===== src/rtl/bshift_csd_pkg.sv =====
// Shared types and width helper for the CSD shifter arbiter.
// Digit encoding in a CSD word: 2'b00 = 0, 2'b01 = +1, 2'b11 = -1.
package bshift_csd_pkg;

  typedef enum logic {
    REQ0 = 1'b0,
    REQ1 = 1'b1
  } req_idx_t;

  localparam logic DIR_LEFT  = 1'b0;
  localparam logic DIR_RIGHT = 1'b1;

  function automatic int csd_width(input int w);
    return 2 * w;
  endfunction

endpackage


===== src/rtl/barrel_shifter_csd.sv =====
// Combinational log-stage barrel shifter over CSD digits; zero digits are shifted in.
// Left shift multiplies by 2^sel (high digits drop), right shift drops low digits.
module barrel_shifter_csd
  import bshift_csd_pkg::*;
#(
  parameter int W     = 8,
  parameter int LOG2W = 3
) (
  input  logic                    dir,
  input  logic [LOG2W-1:0]        sel,
  input  logic [csd_width(W)-1:0] in,
  output logic [csd_width(W)-1:0] out
);

  logic [csd_width(W)-1:0] stage;

  always_comb begin
    stage = in;
    for (int k = 0; k < LOG2W; k++) begin
      if (sel[k]) begin
        if (dir == DIR_RIGHT) stage = stage >> (2 << k);
        else                  stage = stage << (2 << k);
      end
    end
    out = stage;
  end

endmodule


===== src/rtl/bshift_csd_arbiter.sv =====
// Two-requester arbiter in front of one CSD barrel shifter with a registered result slot.
// Round-robin by default; define BSHIFT_ARB_FIXED_PRIO_EN for fixed priority (requester 0 wins).
module bshift_csd_arbiter
  import bshift_csd_pkg::*;
#(
  parameter int W     = 8,
  parameter int LOG2W = 3
) (
  input  logic                    clk,
  input  logic                    rst,
  input  logic                    clr,
  input  logic                    req0_valid,
  output logic                    req0_ready,
  input  logic                    req0_dir,
  input  logic [LOG2W-1:0]        req0_sel,
  input  logic [csd_width(W)-1:0] req0_in,
  input  logic                    req1_valid,
  output logic                    req1_ready,
  input  logic                    req1_dir,
  input  logic [LOG2W-1:0]        req1_sel,
  input  logic [csd_width(W)-1:0] req1_in,
  output logic                    rsp_valid,
  input  logic                    rsp_ready,
  output logic [csd_width(W)-1:0] rsp_out,
  output logic                    rsp_id
);

  localparam int CW = csd_width(W);

  logic           slot_free;
  logic           gnt_any;
  req_idx_t       gnt_idx;
  logic           sh_dir;
  logic [LOG2W-1:0] sh_sel;
  logic [CW-1:0]  sh_in;
  logic [CW-1:0]  sh_out;

  assign slot_free = !rsp_valid || rsp_ready;

`ifdef BSHIFT_ARB_FIXED_PRIO_EN
  assign gnt_idx = req0_valid ? REQ0 : REQ1;
`else
  req_idx_t prio;

  always_comb begin
    gnt_idx = REQ0;
    if (req0_valid && req1_valid) gnt_idx = prio;
    else if (req1_valid)          gnt_idx = REQ1;
  end

  always_ff @(posedge clk or posedge rst) begin
    if (rst)          prio <= REQ0;
    else if (clr)     prio <= REQ0;
    else if (gnt_any) prio <= (gnt_idx == REQ0) ? REQ1 : REQ0;
  end
`endif

  // rst gates the grant so both readies are low for the whole reset window
  assign gnt_any    = (req0_valid || req1_valid) && slot_free && !clr && !rst;
  assign req0_ready = gnt_any && (gnt_idx == REQ0);
  assign req1_ready = gnt_any && (gnt_idx == REQ1);

  always_comb begin
    sh_dir = req0_dir;
    sh_sel = req0_sel;
    sh_in  = req0_in;
    if (gnt_idx == REQ1) begin
      sh_dir = req1_dir;
      sh_sel = req1_sel;
      sh_in  = req1_in;
    end
  end

  barrel_shifter_csd #(.W(W), .LOG2W(LOG2W)) u_shift (
    .dir (sh_dir),
    .sel (sh_sel),
    .in  (sh_in),
    .out (sh_out)
  );

  always_ff @(posedge clk or posedge rst) begin
    if (rst) begin
      rsp_valid <= 1'b0;
      rsp_out   <= '0;
      rsp_id    <= 1'b0;
    end else if (clr) begin
      rsp_valid <= 1'b0;
    end else if (gnt_any) begin
      rsp_valid <= 1'b1;
      rsp_out   <= sh_out;
      rsp_id    <= gnt_idx;
    end else if (rsp_ready) begin
      rsp_valid <= 1'b0;
    end
  end

endmodule


===== config.mk =====
export PLATFORM = sky130hd
export DESIGN_NAME = bshift_csd_arbiter
export DESIGN_NICKNAME = d
export VERILOG_FILES = /design/src/rtl/bshift_csd_pkg.sv /design/src/rtl/barrel_shifter_csd.sv /design/src/rtl/bshift_csd_arbiter.sv
export SDC_FILE = /design/constraint.sdc
export NUM_CORES = 1
export LEC_CHECK = 0
export ABC_AREA = 1
export BUFFER_PORTS_ARGS = -buffer_cell sky130_fd_sc_hd__buf_2
export CAP_MARGIN = 5
export CORE_AREA = 2 2 59 83
export DETAILED_ROUTE_END_ITERATION = 16
export DIE_AREA = 0 0 61 85
export GPL_TIMING_DRIVEN = 0
export MAX_ROUTING_LAYER = met4
export PLACE_DENSITY_LB_ADDON = 0.2
export SLEW_MARGIN = 20
export SYNTH_ARGS = -nofsm -noshare
export SYNTH_HDL_FRONTEND = slang
export SYNTH_SLANG_ARGS = --single-unit

===== constraint.sdc =====
create_clock -name clk -period 2.4 [get_ports clk]
set_clock_uncertainty 0.15 [all_clocks]
set_input_delay 0.24 -clock clk [delete_from_list [all_inputs] [get_ports clk]]
set_output_delay 0.24 -clock clk [all_outputs]
set_load 0.005 [all_outputs]

==> results of run 1 <==
==> Yosys cell counts (all sizes together) <==
cell type | instances | share of area [%]
nor2 | 18 | 4.1
buf | 19 | 8.1
nand3b | 1 | 0.39
or2 | 1 | 0.33
nand3 | 70 | 19
mux2i | 1 | 1.2
o21ai | 1 | 0.85
inv | 8 | 1.6
a21oi | 16 | 4.4
a31o | 1 | 0.46
clkinv | 1 | 0.20
nand2 | 164 | 34
dfrtp | 19 | 25
o31ai | 1 | 0.39
==> registers in the layout (all words and copies together), names as in the netlist <==
name,count
rsp_out,16
prio,1
rsp_id,1
rsp_valid,1
==> layout by cell type, fill, tap and decap left out, types with 3 or more instances in the layout <==
cell type  synthesis  final
a21oi_1           15     15
dfrtp_1           19     19
nand2_1          159    159
nor2_2             4      4
buf_6              6      6
buf_4              3      3
nand3_1           67     67
nand2_4            4      4
nor2_1            14     14
nand3_2            3      3
clkbuf_8           0      3
inv_1              7      7
buf_2              8     73
==> repair_timing <==
item,4_1_cts,5_1_grt
setup endpoints to repair,0,1
hold buffers,1,0
setup buffers,0,0
resized for setup,0,0
endpoints found under the hold margin,19,0
==> layer usage <==
layer | GRT usage (%) | wire length (um)
met1 | 25.5 | 2190
met2 | 35.2 | 2450
met3 | 0.610 | 165
met4 | 7.91 | 66
met5 | - | 0
==> area by class of cell <==
| class | instances | area (um^2) |
|---|---|---|
| well taps | 62 | 77.6 |
| clock buffers | 4 | 45.0 |
| repair buffers | 66 | 335 |
| multi-input cells | 274 | 1240 |
| inverters | 9 | 33.8 |
| flip-flops and latches | 19 | 475 |
| fillers | 497 | 2100 |
| plain buffers | 18 | 150 |
==> cell families after synthesis <==
kind of cell,count (synthesis),share of synthesized area (%)
and+or+nand+nor,254,57.9
AOI/OAI and AO/OA,19,6.10
buffers and inverters,28,9.84
muxes,1,1.18
DFF,19,24.9
==> through the flow <==
stage | power, mW | util [%] | instances
final | 1.20 | 52.9 | 452
after global routing | 1.30 | 52.9 | 452
after CTS | 1.21 | 53.0 | 453
after detailed placement | 0.990 | 51.8 | 448
after global placement | 0.982 | 51.8 | 448
after floorplan | 0.806 | - | 321
==> power by group through the flow <==
| stage | logic, mW | registers, mW | clock network [mW] |
|---|---|---|---|
| 2_1_floorplan | 0.375 | 0.431 | 0 |
| 3_3_place_gp | 0.560 | 0.422 | 0 |
| 3_5_place_dp | 0.566 | 0.424 | 0 |
| 4_1_cts | 0.570 | 0.418 | 0.222 |
| 5_1_grt | 0.649 | 0.426 | 0.228 |
| 6_report | 0.566 | 0.418 | 0.216 |
==> path summary, 6_finish.rpt <==
check / startpoint / endpoint / slack, ns
worst max-delay path: rst / req1_ready / 0.43
worst min-delay path: clr / rsp_valid / 0.02
worst max register to register: prio / rsp_out[12] / 0.44
worst min register to register: rsp_out[13] / rsp_out[13] / 0.32
max in group asynchronous: rst / rsp_out[9] / 1.18
min in group asynchronous: rst / prio / 0.49
==> impl_metrics.yaml, run 1 <==
run_status:
  status: "finished, final reports clean"
routing:
  routed_wirelength_mm: 4.87
  wl_per_cell_um: 10.8
  dr.first_iter.drc_count: 71
  ant_nets: 0
  drcViolationCount: 0
  via_per_inst: 4.85
  vias: 2190
  first_pass_iters: 5
finish:
  fin_nets: 437
  diodes: 0
  drive_above_1_share_pct: 26.7
  syn_to_final_growth_pct: 23.8
  finish.instance_area_um2: 2360
setup_path:
  crit_arrival_ns: 1.58
  end_kind: "primary output"
  critical_path_buf_inv_count: 4
  path_max_fanout: 19
  critPathTopFamily: "buffers and inverters"
  cp_slowest_cell: "dlygate4sd3_1"
  setup.worst_path.class: "input pin to primary output"
  crit_required_ns: 2.01
  worst-path-stages: 7
  crit_top_cell: "buf_2"
  slowest_delay_ns: 0.53
  rr_worst_depth: 15
  worstSetupStartpointType: "input pin"
  path_cells: "dlygate4sd3_1 > buf_2 > nor2_1 > nand3_1 > buf_2 > nor2_1 > buf_2"
timing:
  tightestPinTransition_ns: 0.675
  rsz0062_at_grt: "no"
  fin_tns_setup_ns: 0
  min_period_over_period_pct: 82.2
  maxSlewHeadroom_pct: 54.9
  hold_viol_final: 0
  clock.fmax_mhz: 507
  whs_ns: 0.0163
  timing.final.ws_setup_ns: 0.427
  setup_viol: 0
  slew_viol_final: 0
  period_needed_ns: 1.97
clock_tree:
  cts-buffers-inserted: 3
  tritoncts: "done"
  htreeDepth: 1
  cts_root_buf: "clkbuf_8"
  cts.path.max_buffers: 2
  clk_latency_ns: 0.25
  clk_pin_slew_worst_paths_ns: 0.06
  numClockSinks: 19
logic_synthesis:
  netlist_instances: 321
  seq_area_frac_synth_pct: 24.9
  yosys_warnings: 0
  ys_seq_elements: 19
  syn_nets: 367
  syn_area_um2: 1910
  avgSynthCellArea_um2: 5.94
  ys_types: 24
floorplanning:
  row_count: 29
  dieArea_um2: 5190
  io_pins: 66
  start_util_pct: 42.7
  die_h_um: 85
  design.core.area_um2: 4460
  die_w_um: 61
power_and_ir_drop:
  clockPowerShare_pct: 18.0
  irDropWorstVdd_mv: 0.167
  p_switching_uw: 463
  swShare_pct: 38.6
  comb_power_share_pct: 47.2
  pwr_density_cell_nw_per_um2: 508
  p_leak_nw: 1.36
  p_int_uw: 737
  seq_power_share_pct: 34.8
placement:
  dpl_cell_area_um2: 2310
  gp_congestion: 0.949
  dp.final_hpwl_mm: 4.13
  portBuffers: 65
  place_ws_ns: 0.358
grt:
  grt_pass1_vias: 1989
  grt_start_max_net_pins: 20
  grt_pass1_wl_mm: 8.52
  overflow: 0
  antenna_found_initial: 0
  track_usage_pct: 20.8
run:
  cap_violations: 0
min_path:
  hold_path_depth: 2
  worstHoldPathType: "input pin to flop"
(Power assumes the default switching activity.)
==> inputs of run 2 (changes only) <==
==> constraint.sdc (replaced) <==
create_clock -name clk -period 1.9 [get_ports clk]
set_clock_uncertainty 0.15 [all_clocks]
set_input_delay 0.19 -clock clk [delete_from_list [all_inputs] [get_ports clk]]
set_output_delay 0.19 -clock clk [all_outputs]
set_load 0.005 [all_outputs]
==> run 2 against run 1 <==
The flow now finishes with violations (setup timing). Cell area is 26% higher. Non-clock buffer count is 21 higher. Critical path depth is 6 higher. Combinational power is 70% higher. Flip-flop and latch count stayed put. Setup slack worse by 0.43 ns. First-iteration DRC count is 44% higher. Hold slack better by 0.12 ns. Routed wire length is 23% higher. Core utilization is 14 points higher. Via count is 9.0% higher. Clock-buffer cell count stayed put. Largest cell class unchanged.
==> impl_metrics.yaml, run 2 (synthesis gave the netlist of run 1 again) <==
placement:
  place_ws_ns: -0.0457
  gp_congestion: 0.949
  portBuffers: 65
  dpl_cell_area_um2: 2310
  dp.final_hpwl_mm: 4.13
  place_inst: 448
timing:
  rsz0062_at_grt: "yes"
  clock.fmax_mhz: 526
  min_period_over_period_pct: 100
  fin_tns_setup_ns: -0.000306
  hold_viol_final: 0
  setup_viol: 1
  maxSlewHeadroom_pct: 53.0
  timing.final.ws_setup_ns: -0.000306
  period_needed_ns: 1.90
  tightestPinTransition_ns: 0.704
  slew_viol_final: 0
grt:
  antenna_found_initial: 0
  overflow: 0
  grt_pass1_wl_mm: 9.24
  track_usage_pct: 22.6
  grt_pass1_vias: 2127
  grt_start_max_net_pins: 20
run_status:
  status: "finished, violations left"
  violations: "setup timing"
setup_path:
  critPathTopFamily: "simple AND/OR/NAND/NOR gates"
  worstReg2RegStart: "prio"
  path_cells: "inv_2 > nand2_4 > nand2_4 > buf_12 > clkbuf_16 > nand2_4 > nand2_4 > nand3_2 > nand3_2 > nand2_1 > nand2_2 > a21oi_2 > a21oi_2"
  critical_path_buf_inv_count: 3
  worstSetupStartpointType: "flop"
  rrSetupSlack_ns: -0.0003
  setup.worst_path.class: "flop to flop"
  path_max_fanout: 6
  crit_required_ns: 1.89
  crit_top_cell: "nand2_4"
  crit_arrival_ns: 1.89
  r2r_end: "rsp_out[15]"
  cp_slowest_cell: "dfrtp_1"
  rr_worst_depth: 13
  end_kind: "flop"
  slowest_delay_ns: 0.37
floorplanning:
  die_w_um: 61
  row_count: 29
  start_util_pct: 42.7
  dieArea_um2: 5190
  design.core.area_um2: 4460
  die_h_um: 85
  io_pins: 66
min_path:
  min_to: "prio"
  hold_path_depth: 3
  worstHoldPathType: "input pin to flop"
  min_from: "clr"
finish:
  drive_above_1_share_pct: 47.9
  fillers: 412
  finish.instance_area_um2: 2970
  top_register: "rsp_out"
  syn_to_final_growth_pct: 55.6
  diodes: 0
  final_cell_mix: "124 x nand2_1, 69 x buf_2, 39 x nand3_1"
  layout_commonest_cell: "nand2_1"
  fin_nets: 458
  largest_reg_flops: 16
  fin_cells: 473
clock_tree:
  tritoncts: "done"
  clk_latency_ns: 0.25
  htreeDepth: 1
  clk_pin_slew_worst_paths_ns: 0.06
  numClockSinks: 19
  cts.path.max_buffers: 2
  cts-buffers-inserted: 3
  cts_root_buf: "clkbuf_8"
routing:
  via_per_inst: 5.05
  wl_per_cell_um: 12.7
  vias: 2388
  dr.first_iter.drc_count: 102
  routed_wirelength_mm: 6.00
  ant_nets: 0
  drcViolationCount: 0
  first_pass_iters: 5
power_and_ir_drop:
  p_leak_nw: 1.61
  pwr_density_cell_nw_per_um2: 594
  finalPower_mw: 1.76
  irDropWorstVdd_mv: 0.259
run:
  cap_violations: 0
## run 2: changes by cell type in the layout (fill, tap and decap cells not counted), sizes merged
| cell | delta |
|---|---|
| buf | +17 |
| bufbuf | +1 |
| dlygate4sd3 | +2 |
| clkbuf | +1 |
## run 2: how the worst max path moves through the flow
stage	cells past startpoint	from	slack [ns]	to
3_5_place_dp	15	prio	-0.05	rsp_out[12]
6_report	13	prio	-0.0003	rsp_out[15]
3_3_place_gp	15	prio	-0.05	rsp_out[12]
5_1_grt	13	prio	-0.13	rsp_out[15]
2_1_floorplan	8	prio	0.20	rsp_out[14]
4_1_cts	15	prio	0.0003	rsp_out[12]
## run 2: per-stage QoR
stage / hold slack, ns / util [%]
6_report: 0.141 / 66.5
5_1_grt: 0.180 / 66.5
4_1_cts: 0.117 / 57.0
3_5_place_dp: 0.194 / 51.8
3_3_place_gp: 0.196 / 51.8
2_1_floorplan: -0.00887 / -
## run 2: worst min-delay path, cell delays in order
cell	delay [ns]
buf_2	0.10
inv_1	0.08
a31o_2	0.14
## run 2: layout make-up
class | count | area, um^2 | share of cell area, %
well taps | 62 | 77.6 | 2.61
repair buffers | 86 | 549 | 18.5
flip-flops and latches | 19 | 475 | 16.0
inverters | 9 | 33.8 | 1.14
clock buffers | 4 | 45.0 | 1.52
multi-input cells | 274 | 1590 | 53.6
plain buffers | 19 | 195 | 6.58
## run 2: what timing repair did
item / in CTS / in global routing
hold buffers: 3 / 0
hold endpoints to repair: 20 / 0
buffers inserted: 8 / 7
setup endpoints to repair: 17 / 17
pin swaps: 4 / 27
cloned: 2 / 1
resized for setup: 18 / 86
## run 2: routing by layer
layer,up-vias,track usage [%],wire length (um)
met5,-,-,0
met4,0,8.89,89
met3,5,0.610,203
met2,68,38.9,3260
met1,1095,27.0,2450
li1,1220,-,-
## run 2: power by group
part	leakage [nW]	internal (mW)	total (mW)	switching, mW
clock network	0.0228	0.149	0.275	0.126
logic	1.36	0.422	0.961	0.539
registers	0.236	0.487	0.528	0.0401
total	1.61	1.06	1.76	0.705
